$ cat src/rtl/alu_uart_sequencer_pkg.sv
// Shared definitions for the ALU/UART sequencer: one-hot FSM encoding and
// default widths used by the interface and the sequencer.
package alu_uart_sequencer_pkg;

    localparam int DEFAULT_DATA_BITS   = 8;
    localparam int DEFAULT_OPCODE_BITS = 6;
    localparam int STATE_BITS          = 6;

    // One-hot frame sequencing states.
    typedef enum logic [STATE_BITS-1:0] {
        S_GET_A   = 6'b000001,
        S_GET_B   = 6'b000010,
        S_GET_OP  = 6'b000100,
        S_EXEC    = 6'b001000,
        S_SEND    = 6'b010000,
        S_WAIT_TX = 6'b100000
    } state_t;

    // True while a frame is being executed or transmitted (rx bytes are dropped).
    function automatic logic state_is_busy(input state_t s);
        return (s == S_EXEC) || (s == S_SEND) || (s == S_WAIT_TX);
    endfunction

    // True while collecting the second or third byte of a frame.
    function automatic logic state_is_mid_frame(input state_t s);
        return (s == S_GET_B) || (s == S_GET_OP);
    endfunction

endpackage

$ cat src/rtl/alu_uart_sequencer_if.sv
// Bus between the sequencer and its UART receiver/transmitter and ALU.
//
// Handshake semantics: i_rx_valid is a one-cycle push with no back-pressure;
// a byte offered while the sequencer is busy is dropped and reported one
// cycle later on o_overrun. o_tx_start is a one-cycle request; o_tx_data is
// held stable from o_tx_start until the transmitter returns the one-cycle
// i_tx_done pulse. i_alu_result is combinational from the operand/opcode
// outputs.
interface alu_uart_sequencer_if
    import alu_uart_sequencer_pkg::*;
#(
    parameter int DATA_BITS   = DEFAULT_DATA_BITS,
    parameter int OPCODE_BITS = DEFAULT_OPCODE_BITS
) ();

    logic                   i_rx_valid;
    logic [DATA_BITS-1:0]   i_rx_data;
    logic [DATA_BITS-1:0]   i_alu_result;
    logic                   i_tx_done;
    logic [DATA_BITS-1:0]   o_operand_a;
    logic [DATA_BITS-1:0]   o_operand_b;
    logic [OPCODE_BITS-1:0] o_opcode;
    logic                   o_tx_start;
    logic [DATA_BITS-1:0]   o_tx_data;
    logic                   o_busy;
    logic                   o_overrun;
    logic                   o_frame_error;

    // Sequencer side.
    modport slave (
        input  i_rx_valid, i_rx_data, i_alu_result, i_tx_done,
        output o_operand_a, o_operand_b, o_opcode, o_tx_start, o_tx_data,
               o_busy, o_overrun, o_frame_error
    );

    // UART/ALU environment side.
    modport master (
        output i_rx_valid, i_rx_data, i_alu_result, i_tx_done,
        input  o_operand_a, o_operand_b, o_opcode, o_tx_start, o_tx_data,
               o_busy, o_overrun, o_frame_error
    );

endinterface

$ cat src/rtl/alu_uart_sequencer_frame_timer.sv
// frame_timer: inter-byte timeout counter. Counts enabled cycles since the
// last clear and raises expire combinationally on the TIMEOUT_CYCLES-th one.
module frame_timer #(
    parameter int TIMEOUT_CYCLES = 1_000_000
) (
    input  logic i_clock,
    input  logic i_reset,
    input  logic clear,
    input  logic enable,
    output logic expire
);

    localparam int CNT_BITS = (TIMEOUT_CYCLES > 2) ? $clog2(TIMEOUT_CYCLES) : 1;
    localparam logic [CNT_BITS-1:0] LAST_COUNT = CNT_BITS'(TIMEOUT_CYCLES - 1);

    logic [CNT_BITS-1:0] count;

    assign expire = enable && (count == LAST_COUNT);

    // Counter restarts on clear or on expiry so it never wraps past LAST_COUNT.
    always_ff @(posedge i_clock or posedge i_reset) begin
        if (i_reset) begin
            count <= '0;
        end else if (clear || expire) begin
            count <= '0;
        end else if (enable) begin
            count <= count + CNT_BITS'(1);
        end
    end

endmodule

$ cat src/rtl/alu_uart_sequencer.sv
// alu_uart_sequencer: collects operand A, operand B and opcode bytes from a
// UART receiver, presents them to an external ALU, and sends the result byte
// back through a UART transmitter.
//
// Build option: define ALU_UART_SEQ_TIMEOUT_EN to abandon a partial frame when
// no byte arrives within TIMEOUT_CYCLES clocks while waiting for B or opcode.
module alu_uart_sequencer
    import alu_uart_sequencer_pkg::*;
#(
    parameter int DATA_BITS      = DEFAULT_DATA_BITS,
    parameter int OPCODE_BITS    = DEFAULT_OPCODE_BITS,
    parameter int TIMEOUT_CYCLES = 1_000_000
) (
    input  logic                 i_clock,
    input  logic                 i_reset,
    alu_uart_sequencer_if.slave  bus,
    output state_t               dbg_state
);

    if (TIMEOUT_CYCLES < 2) begin : g_timeout_range_check
        $error("TIMEOUT_CYCLES must be at least 2");
    end

    state_t state;
    state_t state_next;

    logic [DATA_BITS-1:0]   operand_a;
    logic [DATA_BITS-1:0]   operand_b;
    logic [OPCODE_BITS-1:0] opcode;
    logic [DATA_BITS-1:0]   tx_data;
    logic                   overrun_q;
    logic                   frame_error_q;

    logic load_a;
    logic load_b;
    logic load_op;
    logic load_result;
    logic rx_accept;
    logic rx_drop;
    logic tx_start;
    logic busy;
    logic timeout_fire;
    logic timer_expire;

`ifdef ALU_UART_SEQ_TIMEOUT_EN
    logic timer_enable;
    logic timer_clear;

    // The timer only runs while a frame is half collected and restarts on every accepted byte.
    assign timer_enable = state_is_mid_frame(state);
    assign timer_clear  = rx_accept || !timer_enable;

    frame_timer #(
        .TIMEOUT_CYCLES (TIMEOUT_CYCLES)
    ) u_frame_timer (
        .i_clock (i_clock),
        .i_reset (i_reset),
        .clear   (timer_clear),
        .enable  (timer_enable),
        .expire  (timer_expire)
    );
`else
    assign timer_expire = 1'b0;
`endif

    // State register.
    always_ff @(posedge i_clock or posedge i_reset) begin
        if (i_reset) begin
            state <= S_GET_A;
        end else begin
            state <= state_next;
        end
    end

    // Next-state logic: a byte arriving on the expiry cycle takes priority over the timeout.
    always_comb begin
        state_next = state;
        case (state)
            S_GET_A: begin
                if (bus.i_rx_valid) state_next = S_GET_B;
            end
            S_GET_B: begin
                if (bus.i_rx_valid)    state_next = S_GET_OP;
                else if (timer_expire) state_next = S_GET_A;
            end
            S_GET_OP: begin
                if (bus.i_rx_valid)    state_next = S_EXEC;
                else if (timer_expire) state_next = S_GET_A;
            end
            S_EXEC:    state_next = S_SEND;
            S_SEND:    state_next = S_WAIT_TX;
            S_WAIT_TX: begin
                if (bus.i_tx_done) state_next = S_GET_A;
            end
            default:   state_next = S_GET_A;
        endcase
    end

    // Output/control decode from the current state.
    always_comb begin
        load_a       = (state == S_GET_A)  && bus.i_rx_valid;
        load_b       = (state == S_GET_B)  && bus.i_rx_valid;
        load_op      = (state == S_GET_OP) && bus.i_rx_valid;
        load_result  = (state == S_EXEC);
        rx_accept    = load_a || load_b || load_op;
        busy         = state_is_busy(state);
        rx_drop      = busy && bus.i_rx_valid;
        tx_start     = (state == S_SEND);
        timeout_fire = timer_expire && !bus.i_rx_valid && state_is_mid_frame(state);
    end

    // Operand, opcode and result registers hold until overwritten by a new accepted byte or result.
    always_ff @(posedge i_clock or posedge i_reset) begin
        if (i_reset) begin
            operand_a <= '0;
            operand_b <= '0;
            opcode    <= '0;
            tx_data   <= '0;
        end else begin
            if (load_a)      operand_a <= bus.i_rx_data;
            if (load_b)      operand_b <= bus.i_rx_data;
            if (load_op)     opcode    <= bus.i_rx_data[OPCODE_BITS-1:0];
            if (load_result) tx_data   <= bus.i_alu_result;
        end
    end

    // Status pulses are registered so they appear the cycle after the event.
    always_ff @(posedge i_clock or posedge i_reset) begin
        if (i_reset) begin
            overrun_q     <= 1'b0;
            frame_error_q <= 1'b0;
        end else begin
            overrun_q     <= rx_drop;
            frame_error_q <= timeout_fire;
        end
    end

    assign bus.o_operand_a   = operand_a;
    assign bus.o_operand_b   = operand_b;
    assign bus.o_opcode      = opcode;
    assign bus.o_tx_data     = tx_data;
    assign bus.o_tx_start    = tx_start;
    assign bus.o_busy        = busy;
    assign bus.o_overrun     = overrun_q;
    assign bus.o_frame_error = frame_error_q;
    assign dbg_state         = state;

endmodule

$ cat src/flat_wrapper.sv
// flat-port wrapper written by rule: the top's interface ports become plain ports
module alu_uart_sequencer_flat import alu_uart_sequencer_pkg::*;
#(
    parameter int DATA_BITS      = DEFAULT_DATA_BITS,
    parameter int OPCODE_BITS    = DEFAULT_OPCODE_BITS,
    parameter int TIMEOUT_CYCLES = 1_000_000
)
  (i_clock, i_reset, dbg_state, bus_i_rx_valid, bus_i_rx_data, bus_i_alu_result, bus_i_tx_done, bus_o_operand_a, bus_o_operand_b, bus_o_opcode, bus_o_tx_start, bus_o_tx_data, bus_o_busy, bus_o_overrun, bus_o_frame_error);
  alu_uart_sequencer_if #(.DATA_BITS(DATA_BITS), .OPCODE_BITS(OPCODE_BITS)) bus_i ();
  input  logic i_clock;
  input  logic i_reset;
  output state_t dbg_state;
  input wire logic [$bits(bus_i.i_rx_valid)-1:0] bus_i_rx_valid;
  input wire logic [$bits(bus_i.i_rx_data)-1:0] bus_i_rx_data;
  input wire logic [$bits(bus_i.i_alu_result)-1:0] bus_i_alu_result;
  input wire logic [$bits(bus_i.i_tx_done)-1:0] bus_i_tx_done;
  output wire logic [$bits(bus_i.o_operand_a)-1:0] bus_o_operand_a;
  output wire logic [$bits(bus_i.o_operand_b)-1:0] bus_o_operand_b;
  output wire logic [$bits(bus_i.o_opcode)-1:0] bus_o_opcode;
  output wire logic [$bits(bus_i.o_tx_start)-1:0] bus_o_tx_start;
  output wire logic [$bits(bus_i.o_tx_data)-1:0] bus_o_tx_data;
  output wire logic [$bits(bus_i.o_busy)-1:0] bus_o_busy;
  output wire logic [$bits(bus_i.o_overrun)-1:0] bus_o_overrun;
  output wire logic [$bits(bus_i.o_frame_error)-1:0] bus_o_frame_error;
  assign bus_i.i_rx_valid = bus_i_rx_valid;
  assign bus_i.i_rx_data = bus_i_rx_data;
  assign bus_i.i_alu_result = bus_i_alu_result;
  assign bus_i.i_tx_done = bus_i_tx_done;
  assign bus_o_operand_a = bus_i.o_operand_a;
  assign bus_o_operand_b = bus_i.o_operand_b;
  assign bus_o_opcode = bus_i.o_opcode;
  assign bus_o_tx_start = bus_i.o_tx_start;
  assign bus_o_tx_data = bus_i.o_tx_data;
  assign bus_o_busy = bus_i.o_busy;
  assign bus_o_overrun = bus_i.o_overrun;
  assign bus_o_frame_error = bus_i.o_frame_error;
  alu_uart_sequencer #(.DATA_BITS(DATA_BITS), .OPCODE_BITS(OPCODE_BITS), .TIMEOUT_CYCLES(TIMEOUT_CYCLES)) u_core (.i_clock(i_clock), .i_reset(i_reset), .bus(bus_i), .dbg_state(dbg_state));
endmodule
$ cat config.mk
export PLATFORM = sky130hd
export DESIGN_NAME = alu_uart_sequencer_flat
export DESIGN_NICKNAME = d
export VERILOG_FILES = /design/src/rtl/alu_uart_sequencer_pkg.sv /design/src/rtl/alu_uart_sequencer_if.sv /design/src/rtl/alu_uart_sequencer_frame_timer.sv /design/src/rtl/alu_uart_sequencer.sv /design/src/flat_wrapper.sv
export SDC_FILE = /design/constraint.sdc
export NUM_CORES = 1
export LEC_CHECK = 0
export CORE_MARGIN = 2
export CORE_UTILIZATION = 30
export CTS_BUF_LIST = sky130_fd_sc_hd__clkbuf_16
export DETAILED_ROUTE_END_ITERATION = 10
export PLACE_DENSITY_LB_ADDON = 0.1
export SLEW_MARGIN = 10
export SYNTH_ARGS = -nofsm -noshare
export SYNTH_HDL_FRONTEND = slang
export SYNTH_SLANG_ARGS = --single-unit
$ cat constraint.sdc
create_clock -name i_clock -period 4.46 [get_ports i_clock]
set_input_delay 0.892 -clock i_clock [delete_from_list [all_inputs] [get_ports i_clock]]
set_output_delay 0.892 -clock i_clock [all_outputs]
set_load 0.02 [all_outputs]
==> impl_metrics.py <==
metrics = {
    "logic_synthesis": {
        "seq_area_frac_synth": 0.5957,
        "avgSynthCellArea_um2": 14.55,
        "netlist_area_um2": 1556,
        "syn_inst": 107,
        "muxShareOfSynthArea": 0.2363,
        "synth_top_family_by_area": "multiplexers",
        "yosys_register_bits": 37,
        "synth_compound_area_frac": 0.01929,
        "synth_warnings": 0,
        "synthXorXnorAreaFrac": 0,
        "mappedNetlistNets": 127,
        "synth_fa_ha_area_frac": 0,
        "yosys.area_share.simple": 0.1262,
        "synth_cell_types": 26,
    },
    "routing": {
        "antenna_left": 0,
        "drt-vias-per-instance": 4.454,
        "post_drt_wl_per_cell_um": 14.10,
        "drt-total-wl_mm": 3.385,
        "drt-pass1-iter-count": 4,
        "num_vias": 1069,
        "drt-initial-drc-count": 34,
        "drc": 0,
    },
    "setup_path": {
        "cp_num_buf_inv": 1,
        "rrSetupSlack_ps": 2660,
        "slowest_stage": "clkdlybuf4s50_1",
        "path_class": "reg2out",
        "slowest_delay_ps": 630,
        "cp.required_ps": 3570,
        "crit_fanout": 10,
        "critPathArrivalTime_ps": 1990,
        "crit_chain": "or3_1 -> nor3b_1 -> clkdlybuf4s50_1",
        "cp_top_family": "buffers and inverters",
        "cp-start-kind": "flop",
        "reg2reg_depth": 3,
        "reg2reg_to": "u_core.bus.o_opcode[4]",
        "crit_path_end_kind": "primary output",
        "r2r_start": "u_core.dbg_state[3]",
    },
    "pwr": {
        "power_mw": 1.456,
        "ir_worst_vdd_v": 0.0002681,
        "p_leak_nw": 1.001,
        "power.density_nw_per_um2": 621.9,
    },
    "sta": {
        "period_needed_ps": 2877,
        "setup_tns_ps": 0,
        "slew_headroom": 0.5798,
        "finalHoldViolCount": 0,
        "setup_violations": 0,
        "rsz0062_at_grt": "no",
        "fin_crit_sh": 0.6451,
        "fmax_mhz": 347.5,
        "skew_ps": 1.970,
        "slew_violations": 0,
        "tightest_slew_ps": 629.6,
    },
    "cts": {
        "postCtsSetupBuffers": 0,
        "cts_sinks": 37,
        "cts_max_level": 2,
        "cts_tree": "done",
        "ctsResizeCount": 0,
        "cts_inserted_buffers": 5,
        "ctsLongestPathBuffers": 2,
        "cts_hold_buf": 0,
        "clockRootBuffer": "clkbuf_16",
        "clk_latency_ps": 270,
        "path_clk_slew_ps": 50,
    },
    "grt": {
        "grtUsageMet3": 0.04502,
        "met1_usage": 0.1594,
        "grt_first_pass_wirelength_mm": 5.658,
        "antenna_found_initial": 0,
        "first_global_vias": 1129,
        "grtUsageMet2": 0.1911,
        "busiest_layer": "met2",
        "grt_use_total": 0.1232,
        "grt_remaining_overflow": 0,
        "grt_max_degree": 23,
    },
    "cells_and_area": {
        "nNetsFinal": 190,
        "instances_no_fill": 240,
        "final_cell_mix": "clkdlybuf4s50_1, dfrtp_1, mux2_2",
        "final_common_cell": "clkdlybuf4s50_1",
        "antennaDiodeCount": 0,
        "syn_to_final_growth_pct": 50.40,
        "final_layout_size_suffix_gt1_frac": 0.2353,
    },
    "hold_path": {
        "hp-start": "u_core.bus.o_tx_data[4]",
        "min_to": "u_core.bus.o_tx_data[4]",
        "hold_depth": 1,
        "hold_path_class": "reg2reg",
    },
    "placed_design": {
        "dp_cells": 233,
        "portBuffers": 58,
        "gp_congestion": 0.8217,
        "hpwlAfterDp_mm": 2.496,
    },
    "flow_run": {
        "max-cap-violations": 0,
    },
    "floorplanning": {
        "core_area_um2": 5042,
        "die_area_um2": 5781,
        "fp-row-count": 26,
        "pin_count": 60,
        "dieWidth_um": 76.03,
        "initial_core_util": 0.3087,
        "dieHeight_um": 76.03,
    },
    "outcome": {
        "status": "finished clean",
    },
}
==> worst max-delay path by stage <==
stage                        start                         to  slack [ps]  cells past startpoint
3_5_place_dp        bus_i_rx_valid  u_core.bus.o_operand_a[0]        1810                      4
3_3_place_gp        bus_i_rx_valid  u_core.bus.o_operand_a[4]        1900                      4
5_1_grt        u_core.dbg_state[1]             bus_o_tx_start        1490                      3
2_1_floorplan  u_core.dbg_state[1]             bus_o_tx_start        2120                      2
6_report       u_core.dbg_state[1]             bus_o_tx_start        1580                      3
4_1_cts        u_core.dbg_state[1]             bus_o_tx_start        1590                      3
==> synth_stat cells <==
library cell | number | area share
a21oi_1 | 2 | 0.0064
and3_1 | 1 | 0.0040
buf_2 | 1 | 0.0032
buf_4 | 1 | 0.0048
buf_6 | 1 | 0.0072
conb_1 | 1 | 0.0024
dfrtp_1 | 36 | 0.58
dfstp_2 | 1 | 0.017
inv_1 | 2 | 0.0048
mux2_2 | 22 | 0.16
mux2_4 | 8 | 0.077
nand2_1 | 2 | 0.0048
nand3_1 | 1 | 0.0032
nand3b_1 | 2 | 0.0096
nor2_1 | 3 | 0.0072
nor2_8 | 1 | 0.013
nor2b_1 | 3 | 0.012
nor3_1 | 5 | 0.016
nor3b_1 | 6 | 0.029
nor4_1 | 1 | 0.0040
nor4bb_1 | 1 | 0.0064
o211a_1 | 1 | 0.0064
o21ai_0 | 2 | 0.0064
or3_1 | 1 | 0.0040
or3b_2 | 1 | 0.0056
or4_4 | 1 | 0.0072
==> metal layers <==
| layer | part of all wire | up-vias |
|---|---|---|
| li1 | - | 504 |
| met1 | 0.44 | 534 |
| met2 | 0.50 | 29 |
| met3 | 0.055 | 2 |
| met4 | 0.0074 | 0 |
| met5 | 0 | - |
==> worst register-to-register path: cells and delay by family, from the launching register on <==
kind          cells  cell delay (ps)
simple gates      2              810
flops             1              490
mux               1              380
==> area by class of cell <==
class / count / area (um2)
Inverter: 2 / 7.507
Fill cell: 469 / 2701
Clock buffer: 5 / 125.1
Sequential cell: 37 / 927.1
Tap cell: 70 / 87.58
Multi-Input combinational cell: 65 / 598.1
Clock inverter: 2 / 7.507
Timing Repair Buffer: 59 / 588.1
==> per-stage QoR <==
step           hold WS, ps  worst slack (ps)  cell area [um2]  utilization
2_1_floorplan        635.3              2122             1556            -
3_3_place_gp         490.8              1898             2208       0.4380
3_5_place_dp         495.8              1810             2208       0.4380
4_1_cts              510.2              1590             2341       0.4643
5_1_grt              529.6              1490             2341       0.4643
6_report             508.4              1583             2341       0.4643
==> where the power goes <==
group          internal [mW]  leakage (nW)  switching (mW)
clock network          0.199        0.0685           0.116
logic                  0.338         0.474           0.270
registers              0.451         0.459          0.0812
total                  0.989          1.00           0.467
==> state kept, by name (all words and copies together), names as in the netlist <==
register / cells
u_core.bus.o_overrun: 1
u_core.bus.o_tx_data: 8
u_core.bus.o_operand_b: 8
u_core.bus.o_operand_a: 8
u_core.dbg_state: 6
u_core.bus.o_opcode: 6
==> cells by family (layout without fill, tap and decap cells) <==
kind of cell,Yosys count,after routing
buffers and inverters,5,68
and+or+nand+nor,29,29
AOI/OAI and AO/OA,5,5
muxes,30,30
other,1,1
DFF,37,37
Power figures use the tool's default switching activity.
